==> src/rtl/garage_pkg.sv <==
// Shared types and helpers for the garage door controller.
//   state_t : door FSM state encoding, also driven out on DoorState
//   dir_t   : last travel direction, remembered across a manual stop
//   cnt_width()  : counter width for a modulus, never narrower than 1 bit
//   in_motion()  : true for the two motor-driven states
package garage_pkg;

  typedef enum logic [2:0] {
    CLOSED  = 3'd0,
    OPENING = 3'd1,
    OPEN    = 3'd2,
    CLOSING = 3'd3,
    STOPPED = 3'd4,
    FAULT   = 3'd5
  } state_t;

  typedef enum logic {
    UP = 1'b0,
    DN = 1'b1
  } dir_t;

  function automatic int unsigned cnt_width(input int unsigned n);
    return (n <= 1) ? 1 : $clog2(n);
  endfunction

  function automatic logic in_motion(input state_t s);
    return (s == OPENING) || (s == CLOSING);
  endfunction

endpackage

==> src/rtl/cycle_timer.sv <==
// Generic cycle counter with synchronous clear, parallel load and
// count-enable, counting up or down (DOWN parameter).
//   clk, rst_n : clock, synchronous active-low reset (count -> 0)
//   clr        : force count to zero (highest priority)
//   load       : load load_val (beats en)
//   load_val   : value for load
//   en         : step the count by one
//   tc         : count currently equals TC_VAL
module cycle_timer #(
  parameter int unsigned    W      = 8,
  parameter logic [W-1:0]   TC_VAL = '0,
  parameter bit             DOWN   = 1'b0
) (
  input  logic         clk,
  input  logic         rst_n,
  input  logic         clr,
  input  logic         load,
  input  logic [W-1:0] load_val,
  input  logic         en,
  output logic         tc
);

  logic [W-1:0] cnt_q;
  logic [W-1:0] cnt_d;

  always_comb begin
    cnt_d = cnt_q;
    if (clr) begin
      cnt_d = '0;
    end else if (load) begin
      cnt_d = load_val;
    end else if (en) begin
      cnt_d = DOWN ? (cnt_q - 1'b1) : (cnt_q + 1'b1);
    end
  end

  always_ff @(posedge clk) begin
    if (!rst_n) begin
      cnt_q <= '0;
    end else begin
      cnt_q <= cnt_d;
    end
  end

  assign tc = (cnt_q == TC_VAL);

endmodule

==> src/rtl/garage_door_ctrl.sv <==
// Garage door controller: Moore FSM driven by the synchronised one-cycle
// button pulse, the two limit switches and the safety beam.
//   Clk, Rst_n            : clock, synchronous active-low reset
//   Bp                    : one-cycle press pulse
//   LimOpen, LimClosed    : fully-open / fully-closed limit switches
//   Obstruct              : safety beam broken
//   MotorUp, MotorDn      : motor drive (never both high)
//   Light                 : courtesy light, held LIGHT_HOLD cycles after motion
//   Fault                 : FAULT state indicator
//   DoorState             : current state_t encoding
// Optional feature: define AUTO_CLOSE_EN to close automatically after
// AUTO_CLOSE idle cycles in OPEN.
module garage_door_ctrl
  import garage_pkg::*;
#(
  parameter int unsigned TRAVEL_MAX = 1500,
  parameter int unsigned LIGHT_HOLD = 500,
  parameter int unsigned AUTO_CLOSE = 3000
) (
  input  logic       Clk,
  input  logic       Rst_n,
  input  logic       Bp,
  input  logic       LimOpen,
  input  logic       LimClosed,
  input  logic       Obstruct,
  output logic       MotorUp,
  output logic       MotorDn,
  output logic       Light,
  output logic       Fault,
  output logic [2:0] DoorState
);

  localparam int unsigned TW = cnt_width(TRAVEL_MAX);
  localparam int unsigned LW = cnt_width(LIGHT_HOLD + 1);

  if (TRAVEL_MAX < 2) begin : g_bad_travel
    $error("TRAVEL_MAX must be at least 2");
  end
  if (LIGHT_HOLD < 1) begin : g_bad_light
    $error("LIGHT_HOLD must be at least 1");
  end
  if (AUTO_CLOSE < 1) begin : g_bad_auto
    $error("AUTO_CLOSE must be at least 1");
  end

  state_t state_q, state_d;
  dir_t   last_dir_q, last_dir_d;

  logic travel_tc;
  logic light_zero;
  logic motion_now;
  logic motion_next;
  logic travel_clr;
  logic light_clr;
`ifdef AUTO_CLOSE_EN
  logic auto_tc;
  logic auto_clr;
  logic auto_en;
`endif

  always_comb begin
    state_d    = state_q;
    last_dir_d = last_dir_q;
    if (LimOpen && LimClosed && (state_q != FAULT)) begin
      state_d = FAULT;
    end else begin
      case (state_q)
        CLOSED: begin
          if (Bp) state_d = OPENING;
        end
        OPENING: begin
          if (LimOpen) begin
            state_d = OPEN;
          end else if (travel_tc) begin
            state_d = FAULT;
          end else if (Bp) begin
            state_d    = STOPPED;
            last_dir_d = UP;
          end
        end
        OPEN: begin
          if (Bp && !Obstruct) begin
            state_d = CLOSING;
          end
`ifdef AUTO_CLOSE_EN
          else if (auto_tc && !Obstruct) begin
            state_d = CLOSING;
          end
`endif
        end
        CLOSING: begin
          if (Obstruct) begin
            state_d = OPENING;
          end else if (LimClosed) begin
            state_d = CLOSED;
          end else if (travel_tc) begin
            state_d = FAULT;
          end else if (Bp) begin
            state_d    = STOPPED;
            last_dir_d = DN;
          end
        end
        STOPPED: begin
          if (LimClosed) begin
            state_d = CLOSED;
          end else if (LimOpen) begin
            state_d = OPEN;
          end else if (Bp && (last_dir_q == UP) && !Obstruct) begin
            state_d = CLOSING;
          end else if (Bp && (last_dir_q == DN)) begin
            state_d = OPENING;
          end
        end
        FAULT:   state_d = FAULT;
        default: state_d = FAULT;
      endcase
    end
  end

  always_ff @(posedge Clk) begin
    if (!Rst_n) begin
      state_q    <= STOPPED;
      last_dir_q <= DN;
    end else begin
      state_q    <= state_d;
      last_dir_q <= last_dir_d;
    end
  end

  assign motion_now  = in_motion(state_q);
  assign motion_next = in_motion(state_d);

  // A change of state into motion (including a reversal) restarts travel time.
  assign travel_clr = !motion_next || (state_d != state_q);

  cycle_timer #(
    .W      (TW),
    .TC_VAL (TW'(TRAVEL_MAX - 1)),
    .DOWN   (1'b0)
  ) u_travel (
    .clk      (Clk),
    .rst_n    (Rst_n),
    .clr      (travel_clr),
    .load     (1'b0),
    .load_val ('0),
    .en       (motion_next),
    .tc       (travel_tc)
  );

  // Hold is loaded on the cycle motion stops; any motion or a fault wipes it.
  assign light_clr = (state_d == FAULT) || motion_next;

  cycle_timer #(
    .W      (LW),
    .TC_VAL ('0),
    .DOWN   (1'b1)
  ) u_light (
    .clk      (Clk),
    .rst_n    (Rst_n),
    .clr      (light_clr),
    .load     (motion_now),
    .load_val (LW'(LIGHT_HOLD)),
    .en       (!light_zero),
    .tc       (light_zero)
  );

`ifdef AUTO_CLOSE_EN
  localparam int unsigned AW = cnt_width(AUTO_CLOSE);

  // Once expired the count saturates so a late obstruction only delays the close.
  assign auto_clr = (state_q != OPEN) || (!auto_tc && (Bp || Obstruct));
  assign auto_en  = (state_q == OPEN) && !auto_tc;

  cycle_timer #(
    .W      (AW),
    .TC_VAL (AW'(AUTO_CLOSE - 1)),
    .DOWN   (1'b0)
  ) u_auto (
    .clk      (Clk),
    .rst_n    (Rst_n),
    .clr      (auto_clr),
    .load     (1'b0),
    .load_val ('0),
    .en       (auto_en),
    .tc       (auto_tc)
  );
`endif

  assign MotorUp   = (state_q == OPENING);
  assign MotorDn   = (state_q == CLOSING);
  assign Light     = motion_now || !light_zero;
  assign Fault     = (state_q == FAULT);
  assign DoorState = state_q;

endmodule

==> config.mk <==
export PLATFORM = sky130hd
export DESIGN_NAME = garage_door_ctrl
export DESIGN_NICKNAME = d
export VERILOG_FILES = /design/src/rtl/garage_pkg.sv /design/src/rtl/cycle_timer.sv /design/src/rtl/garage_door_ctrl.sv
export SDC_FILE = /design/constraint.sdc
export NUM_CORES = 1
export LEC_CHECK = 0
export ABC_AREA = 0
export CORE_MARGIN = 5
export CORE_UTILIZATION = 52
export DETAILED_ROUTE_END_ITERATION = 10
export DONT_BUFFER_PORTS = 1
export GPL_TIMING_DRIVEN = 0
export PLACE_DENSITY = 0.7
export SYNTH_ARGS = -nofsm -noshare
export SYNTH_HDL_FRONTEND = slang
export SYNTH_SLANG_ARGS = --single-unit
==> constraint.sdc <==
create_clock -name Clk -period 1.9 [get_ports Clk]
set_clock_uncertainty 0.1 [all_clocks]
set_input_delay 0.38 -clock Clk [delete_from_list [all_inputs] [get_ports Clk]]
set_output_delay 0.38 -clock Clk [all_outputs]
set_load 0.05 [all_outputs]
==> results of run 1 <==
-- area by class of cell --
class	instances	area [um2]	area share
clock buffers	4	36.28	0.01915
flip-flops and latches	24	499.2	0.2635
well taps	30	37.54	0.01982
repair buffers	31	275.3	0.1453
multi-input cells	116	948.4	0.5007
plain buffers	7	75.07	0.03963
inverters	6	22.52	0.01189
-- worst register-to-register path, delay by kind of cell (launching register included) --
family / cells / cell delay (ns)
AO/OA/AOI/OAI: 1 / 0.13
buffers and inverters: 2 / 0.17
flip-flops: 1 / 0.36
AND/OR/NAND/NOR: 4 / 1.10
XOR/XNOR: 1 / 0.15
adder cells (fa/ha/maj): 1 / 0.15
-- how the worst min path moves through the flow --
| stage | startpoint | endpoint | cells after the start |
|---|---|---|---|
| floorplan | u_travel.cnt_q[0]$_SDFFE_PP0P_ | u_travel.cnt_q[0]$_SDFFE_PP0P_ | 1 |
| global placement | u_travel.cnt_q[0]$_SDFFE_PP0P_ | u_travel.cnt_q[0]$_SDFFE_PP0P_ | 1 |
| detailed placement | u_travel.cnt_q[0]$_SDFFE_PP0P_ | u_travel.cnt_q[0]$_SDFFE_PP0P_ | 1 |
| CTS | Rst_n | DoorState[2]$_SDFF_PN1_ | 1 |
| global route | Rst_n | DoorState[2]$_SDFF_PN1_ | 1 |
| finish | Rst_n | DoorState[2]$_SDFF_PN1_ | 1 |
-- registers in the layout, indices dropped and copies added, names as in the netlist --
name	flops
u_travel.cnt_q	11
last_dir_q	1
DoorState	3
u_light.cnt_q	9
-- metal layers --
| metal | vias to the layer above | GRT usage | share of wire |
|---|---|---|---|
| met5 | - | 0 | 0 |
| met4 | 0 | 0.05573 | 0.018 |
| met3 | 12 | 0.05319 | 0.054 |
| met2 | 47 | 0.4105 | 0.53 |
| met1 | 613 | 0.2519 | 0.40 |
| li1 | 610 | - | - |
-- per-stage QoR --
step | util | std cells | total power, W | cell area (um2)
floorplan | - | 154 | 0.001574 | 1406
detailed placement | 0.5882 | 184 | 0.001703 | 1444
finish | 0.7717 | 218 | 0.002855 | 1894
global placement | 0.5882 | 184 | 0.001666 | 1444
CTS | 0.7390 | 213 | 0.002473 | 1814
global route | 0.7717 | 218 | 0.003010 | 1894
-- placed cells by master, fill, tap and decap left out, types with 6 or more instances in the layout --
cell     count
buf_6       10
dfxtp_1     15
nor3_1       6
nor2_1       9
buf_4       22
nor3_2       8
a21oi_1     10
dfxtp_2      6
xnor2_1      8
nand3_1      7
nand2_1      8
-- cell families (layout without fill, tap and decap cells) --
| kind of cell | after synthesis | after routing | synth area share |
|---|---|---|---|
| adder cells (fa/ha/maj) | 2 | 2 | 0.01883 |
| AO/OA/AOI/OAI | 25 | 25 | 0.1158 |
| AND/OR/NAND/NOR | 74 | 74 | 0.3588 |
| XOR/XNOR | 15 | 15 | 0.09887 |
| buffers and inverters | 14 | 48 | 0.04613 |
| flip-flops | 24 | 24 | 0.3616 |
-- power breakdown --
group | switching [W] | total (W) | internal (W)
Sequential | 0.000105 | 0.000693 | 0.000588
Combinational | 0.000821 | 0.00189 | 0.00107
Clock | 0.000156 | 0.000273 | 0.000117
Total | 0.00108 | 0.00285 | 0.00177
-- timing repair --
item | CTS | global route
gates resized for setup | 35 | 13
buffers inserted | 23 | 7
hold endpoints to repair | 0 | 0
pin swaps | 18 | 11
setup endpoints to repair | 25 | 26
gates cloned | 2 | 0
==> results.md, run 1 <==
- Pwr Density: 1507 nW/um2
- Fin. Hold Viols: 0
- DR vias: 1282
- Cell with the most instances after synthesis: dfxtp_1
- Average vias per placed instance: 5.881
- CP arrival: 2.38 ns
- TritonRoute pass-1 iters: 4
- Antenna violations before repair: 0
- EDFF count, synth: 0
- Worst slack, placed: -0.4030 ns
- Layout cell share with drive strength beyond 1: 0.4681
- Worst r2r src: u_light.cnt_q[1]$_SDFFE_PP0P_
- Failing checks: negative setup slack
- CORE AREA: 2455 um2
- Crit-path max FO: 2
- Drt total wl: 3733 um
- Yosys warning count: 0
- R2r setup slk: -0.33 ns
- Worst-Margin Slew: 0.4082 ns
- Asr flop ratio synth: 0
- Unrepaired setup endpoints after global routing: true
- Reg2reg path depth: 9
- Worst skew pair latency: 0.32 ns
- Outcome: complete, but fails checks
- Initial DRC count: 66
- Crit Path Class: reg -> reg
- I/O pin count: 13
- Row count: 18
- Mapped Nets: 162
- HPWL after DPL: 1899 um
- Register area share after synthesis: 0.3616
- Clock Path Buffers: 2
- Synth area leader: dfxtp_1
- Final Max Tran Viols: 0
- Distinct cells, synth: 38
- Htree depth: 1
- LEAKAGE: 0.6919 nW
- Setup crit start: u_light.cnt_q[1]$_SDFFE_PP0P_
- Initial core utilization: 0.5413
- Clock Pin Slew Worst Setup and Hold Paths: 0.14 ns
- Maximum VDD drop: 1.945 mV
- Mean Syn Cell Area: 8.628 um2
- Max-cap violations: 0
- Remaining antenna violation count: 0
- Die height: 60.55 um
- Largest net degree at the start of global routing: 14
- Nets: 197
- Critical path buffers and inverters: 2
- Cells after synthesis: 154
- FILL cells: 156
- Top cells by count, synth: 24 x dfxtp_1, 12 x nor2_1, 10 x a21oi_1, 10 x nor3_2, 10 x xnor2_1
- Critical path depth in cells: 9
- Setup TNS: -4.844 ns
- Global Route Usage Sum: 0.2205
- First-pass GRT wire length: 6113 um
- Most used DFF post-synth: dfxtp_1
- Port bufs: 0
- Area share of the largest cell type after synthesis: 0.3616
- DRC: 0
- Highest Clock Rate: 448.0 MHz
- Routed wire per std cell: 17.12 um
- Diode count: 0
- Layout area overhead: 42.56%
- Hold WS: 0.02804 ns
- CTS Sinks: 24
- CTS tree: built
- Worst-path cell chain: inv_2 -> ha_4 -> or3b_4 -> nor3_4 -> buf_6 -> or3b_4 -> or4_4 -> xor2_1 -> a21oi_1
- Die width: 60.55 um
- HP Class: in -> reg
- Hold_buf cts: 0
- Startpoint types: flip-flop
- Minimum clock period: 2.232 ns
- Slew headroom: 0.7270
- Largest cells by area after synthesis: dfxtp_1 36%, nor3_2 7.5%, xnor2_1 6.6%, a21oi_1 3.8%, nor2_1 3.4%
- Root buffer cell: clkbuf_4
- CP Capture Type: flip-flop
- DIE AREA: 3666 um2
- CTS buffer count: 3
- Placer Congestion: 0.8769
- Final setup vio count: 25
- Mapped cell area: 1329 um2
- Worst EP required: 2.05 ns
- Worst Setup EP: u_light.cnt_q[6]$_SDFFE_PP0P_
- Vias in the first global route: 1359
- Fin crit share: 1.175
- Slowest Stage Delay on Critical Path: 0.42 ns
- Reg-to-Reg End: u_light.cnt_q[6]$_SDFFE_PP0P_
- Most frequent CP cell: or3b_4
- Crit-path slowest cell: or4_4
- Total grt overflow: 0
- PnR worst setup slack: -0.3322 ns
- Delay-heaviest family, CP: simple AND/OR/NAND/NOR gates
- Flops & latches, synth: 24
(Power assumes the default switching activity.)
==> run 2, diff against run 1 <==
--- a/config.mk
+++ b/config.mk
@@ -6,12 +6,11 @@
 export NUM_CORES = 1
 export LEC_CHECK = 0
 export ABC_AREA = 0
-export CORE_MARGIN = 5
-export CORE_UTILIZATION = 52
+export CORE_MARGIN = 4
+export CORE_UTILIZATION = 35
 export DETAILED_ROUTE_END_ITERATION = 10
 export DONT_BUFFER_PORTS = 1
 export GPL_TIMING_DRIVEN = 0
-export PLACE_DENSITY = 0.7
 export SYNTH_ARGS = -nofsm -noshare
 export SYNTH_HDL_FRONTEND = slang
 export SYNTH_SLANG_ARGS = --single-unit
==> run 2 against run 1 <==
Compared with the run above:
- the flow still finishes with violations (negative setup slack)
- first-iteration DRC count down 14%
- clock power up 70%
- setup slack about the same
- final area up 0.40%
- worst hold slack better by 0.041 ns
- largest cell class unchanged
- largest power group unchanged
- highest routed layer unchanged
==> results.md, run 2 (synthesis gave the netlist of run 1 again) <==
- CP arrival: 2.34 ns (-0.04 ns)
- Routed wire per std cell: 15.70 um (-8.3%)
- Final setup vio count: 23 (-8.0%)
- First-pass GRT wire length: 6141 um (+0.46%)
- Hold_buf cts: 0 (unchanged)
- Initial DRC count: 57 (-14%)
- Initial core utilization: 0.3630 (-0.1783)
- Die width: 69.62 um (+15%)
- Startpoint types: flip-flop
- DRC: 0 (unchanged)
- Htree depth: 1 (unchanged)
- Most common cell after layout, fill and taps aside: buf_4
- HPWL after DPL: 2278 um (+20%)
- Crit Path Class: reg -> reg
- Post-layout util: 0.5195 (-0.2522)
- Average vias per placed instance: 5.457 (-7.2%)
- CORE AREA: 3661 um2 (+49%)
- HP Class: in -> reg
- Largest net degree at the start of global routing: 15 (+1)
- Vias in the first global route: 1283 (-5.6%)
- CTS Sinks: 24 (unchanged)
- R2r setup slk: -0.33 ns (about the same)
- Antenna violations before repair: 0 (unchanged)
- Max reg flops: 11 (unchanged)
- CP Capture Type: flip-flop
- Clock Path Buffers: 2 (unchanged)
- Failing checks: negative setup slack
- Setup TNS: -4.342 ns (+0.5021 ns)
- Nets: 191 (-3.0%)
- Port bufs: 0 (unchanged)
- Most frequent cells in the layout: 21 x buf_4, 16 x dfxtp_1, 10 x nor2_1, 10 x a21oi_1, 10 x nor3_2
- CTS tree: built
- Maximum VDD drop: 1.546 mV (-21%)
- I/O pin count: 13 (unchanged)
- LEAKAGE: 0.6637 nW (-4.1%)
- Slew headroom: 0.7363 (+0.009311)
- Total power: 0.002657 W (-6.9%)
- Layout area overhead: 43.13%
- Crit-path max FO: 10 (+8)
- Minimum clock period: 2.232 ns (+0.00009200 ns)
- Layout cell share with drive strength beyond 1: 0.4560 (-0.01204)
- Max-cap violations: 0 (unchanged)
- Drt total wl: 3611 um (-3.3%)
- Remaining antenna violation count: 0 (unchanged)
- Highest Clock Rate: 448.0 MHz (about the same)
- Die height: 69.62 um (+15%)
- DIE AREA: 4846 um2 (+32%)
- Row count: 22 (+4)
- Clock Pin Slew Worst Setup and Hold Paths: 0.09 ns (-0.05 ns)
- Register bank with the most flops: u_travel.cnt_q
- Final Max Tran Viols: 0 (unchanged)
- Fin crit share: 1.175 (about the same)
- Worst-Margin Slew: 0.3914 ns (-0.01684 ns)
- Unrepaired setup endpoints after global routing: true
- Outcome: complete, but fails checks
- Root buffer cell: clkbuf_8
- PnR worst setup slack: -0.3323 ns (-0.00009200 ns)
- Hold WS: 0.06895 ns (+0.04090 ns)
- Diode count: 0 (unchanged)
- DR vias: 1255 (-2.1%)
- Worst skew pair latency: 0.28 ns (-0.04 ns)
- Worst EP required: 2.01 ns (-0.04 ns)
- Total grt overflow: 0 (unchanged)
- Global Route Usage Sum: 0.1550 (-0.06554)
- CTS buffer count: 3 (unchanged)
- Pwr Density: 1397 nW/um2 (-7.3%)
- Fin. Hold Viols: 0 (unchanged)
- TritonRoute pass-1 iters: 5 (+1)
- Placer Congestion: 0.8471 (-3.4%)
==> run 2: layout make-up <==
cell class                      count  area (um2)
Fill cell                         322        1759
Multi-Input combinational cell    116       968.4
Sequential cell                    24       498.0
Timing Repair Buffer               25       205.2
Buffer                              7       76.32
Tap cell                           48       60.06
Clock buffer                        3       41.29
Clock inverter                      1       30.03
Inverter                            6       22.52
==> run 2: where the power goes <==
part | total, W | internal, W | switching (W) | leakage, nW
clock | 0.000463 | 0.000282 | 0.000180 | 0.0357
combinational | 0.00150 | 0.000817 | 0.000687 | 0.429
sequential | 0.000689 | 0.000587 | 0.000103 | 0.199
==> run 2: final timing paths <==
check | cells after the start | endpoint | start
max | 7 | u_travel.cnt_q[1]$_SDFFE_PP0P_ | DoorState[1]$_SDFF_PN0_
max reg2reg | 7 | u_travel.cnt_q[1]$_SDFFE_PP0P_ | DoorState[1]$_SDFF_PN0_
min reg2reg | 2 | u_light.cnt_q[8]$_SDFFE_PP0P_ | u_light.cnt_q[8]$_SDFFE_PP0P_
min | 1 | DoorState[2]$_SDFF_PN1_ | Rst_n
==> run 2: repair_timing <==
action,CTS,global route
resized for setup,30,13
buffers inserted,20,3
gates cloned,1,1
pin swaps,18,4
setup endpoints to repair,25,26
==> run 2: critical path, cell delays in order (launching register included) <==
cell and delay, ns:
dfxtp_4 0.48, buf_2 0.30, inv_1 0.17, a21oi_1 0.23
a32oi_2 0.16, or3b_4 0.42, buf_6 0.15, nor3b_2 0.16
==> run 2: stage by stage <==
stage	instance area (um2)	instances	setup WS, ns
after floorplan	1406	154	-0.1677
after global placement	1466	202	-0.3719
after detailed placement	1466	202	-0.4720
after CTS	1848	227	-0.2929
after global routing	1902	230	-0.3821
final	1902	230	-0.3323
==> run 2: layer usage <==
layer	wire length (um)	GRT usage	up-vias	part of all wire
li1	-	-	597	-
met1	1529	0.1813	609	0.42
met2	1823	0.2669	37	0.50
met3	148	0.04203	12	0.041
met4	110	0.06170	0	0.030
met5	0	0	-	0
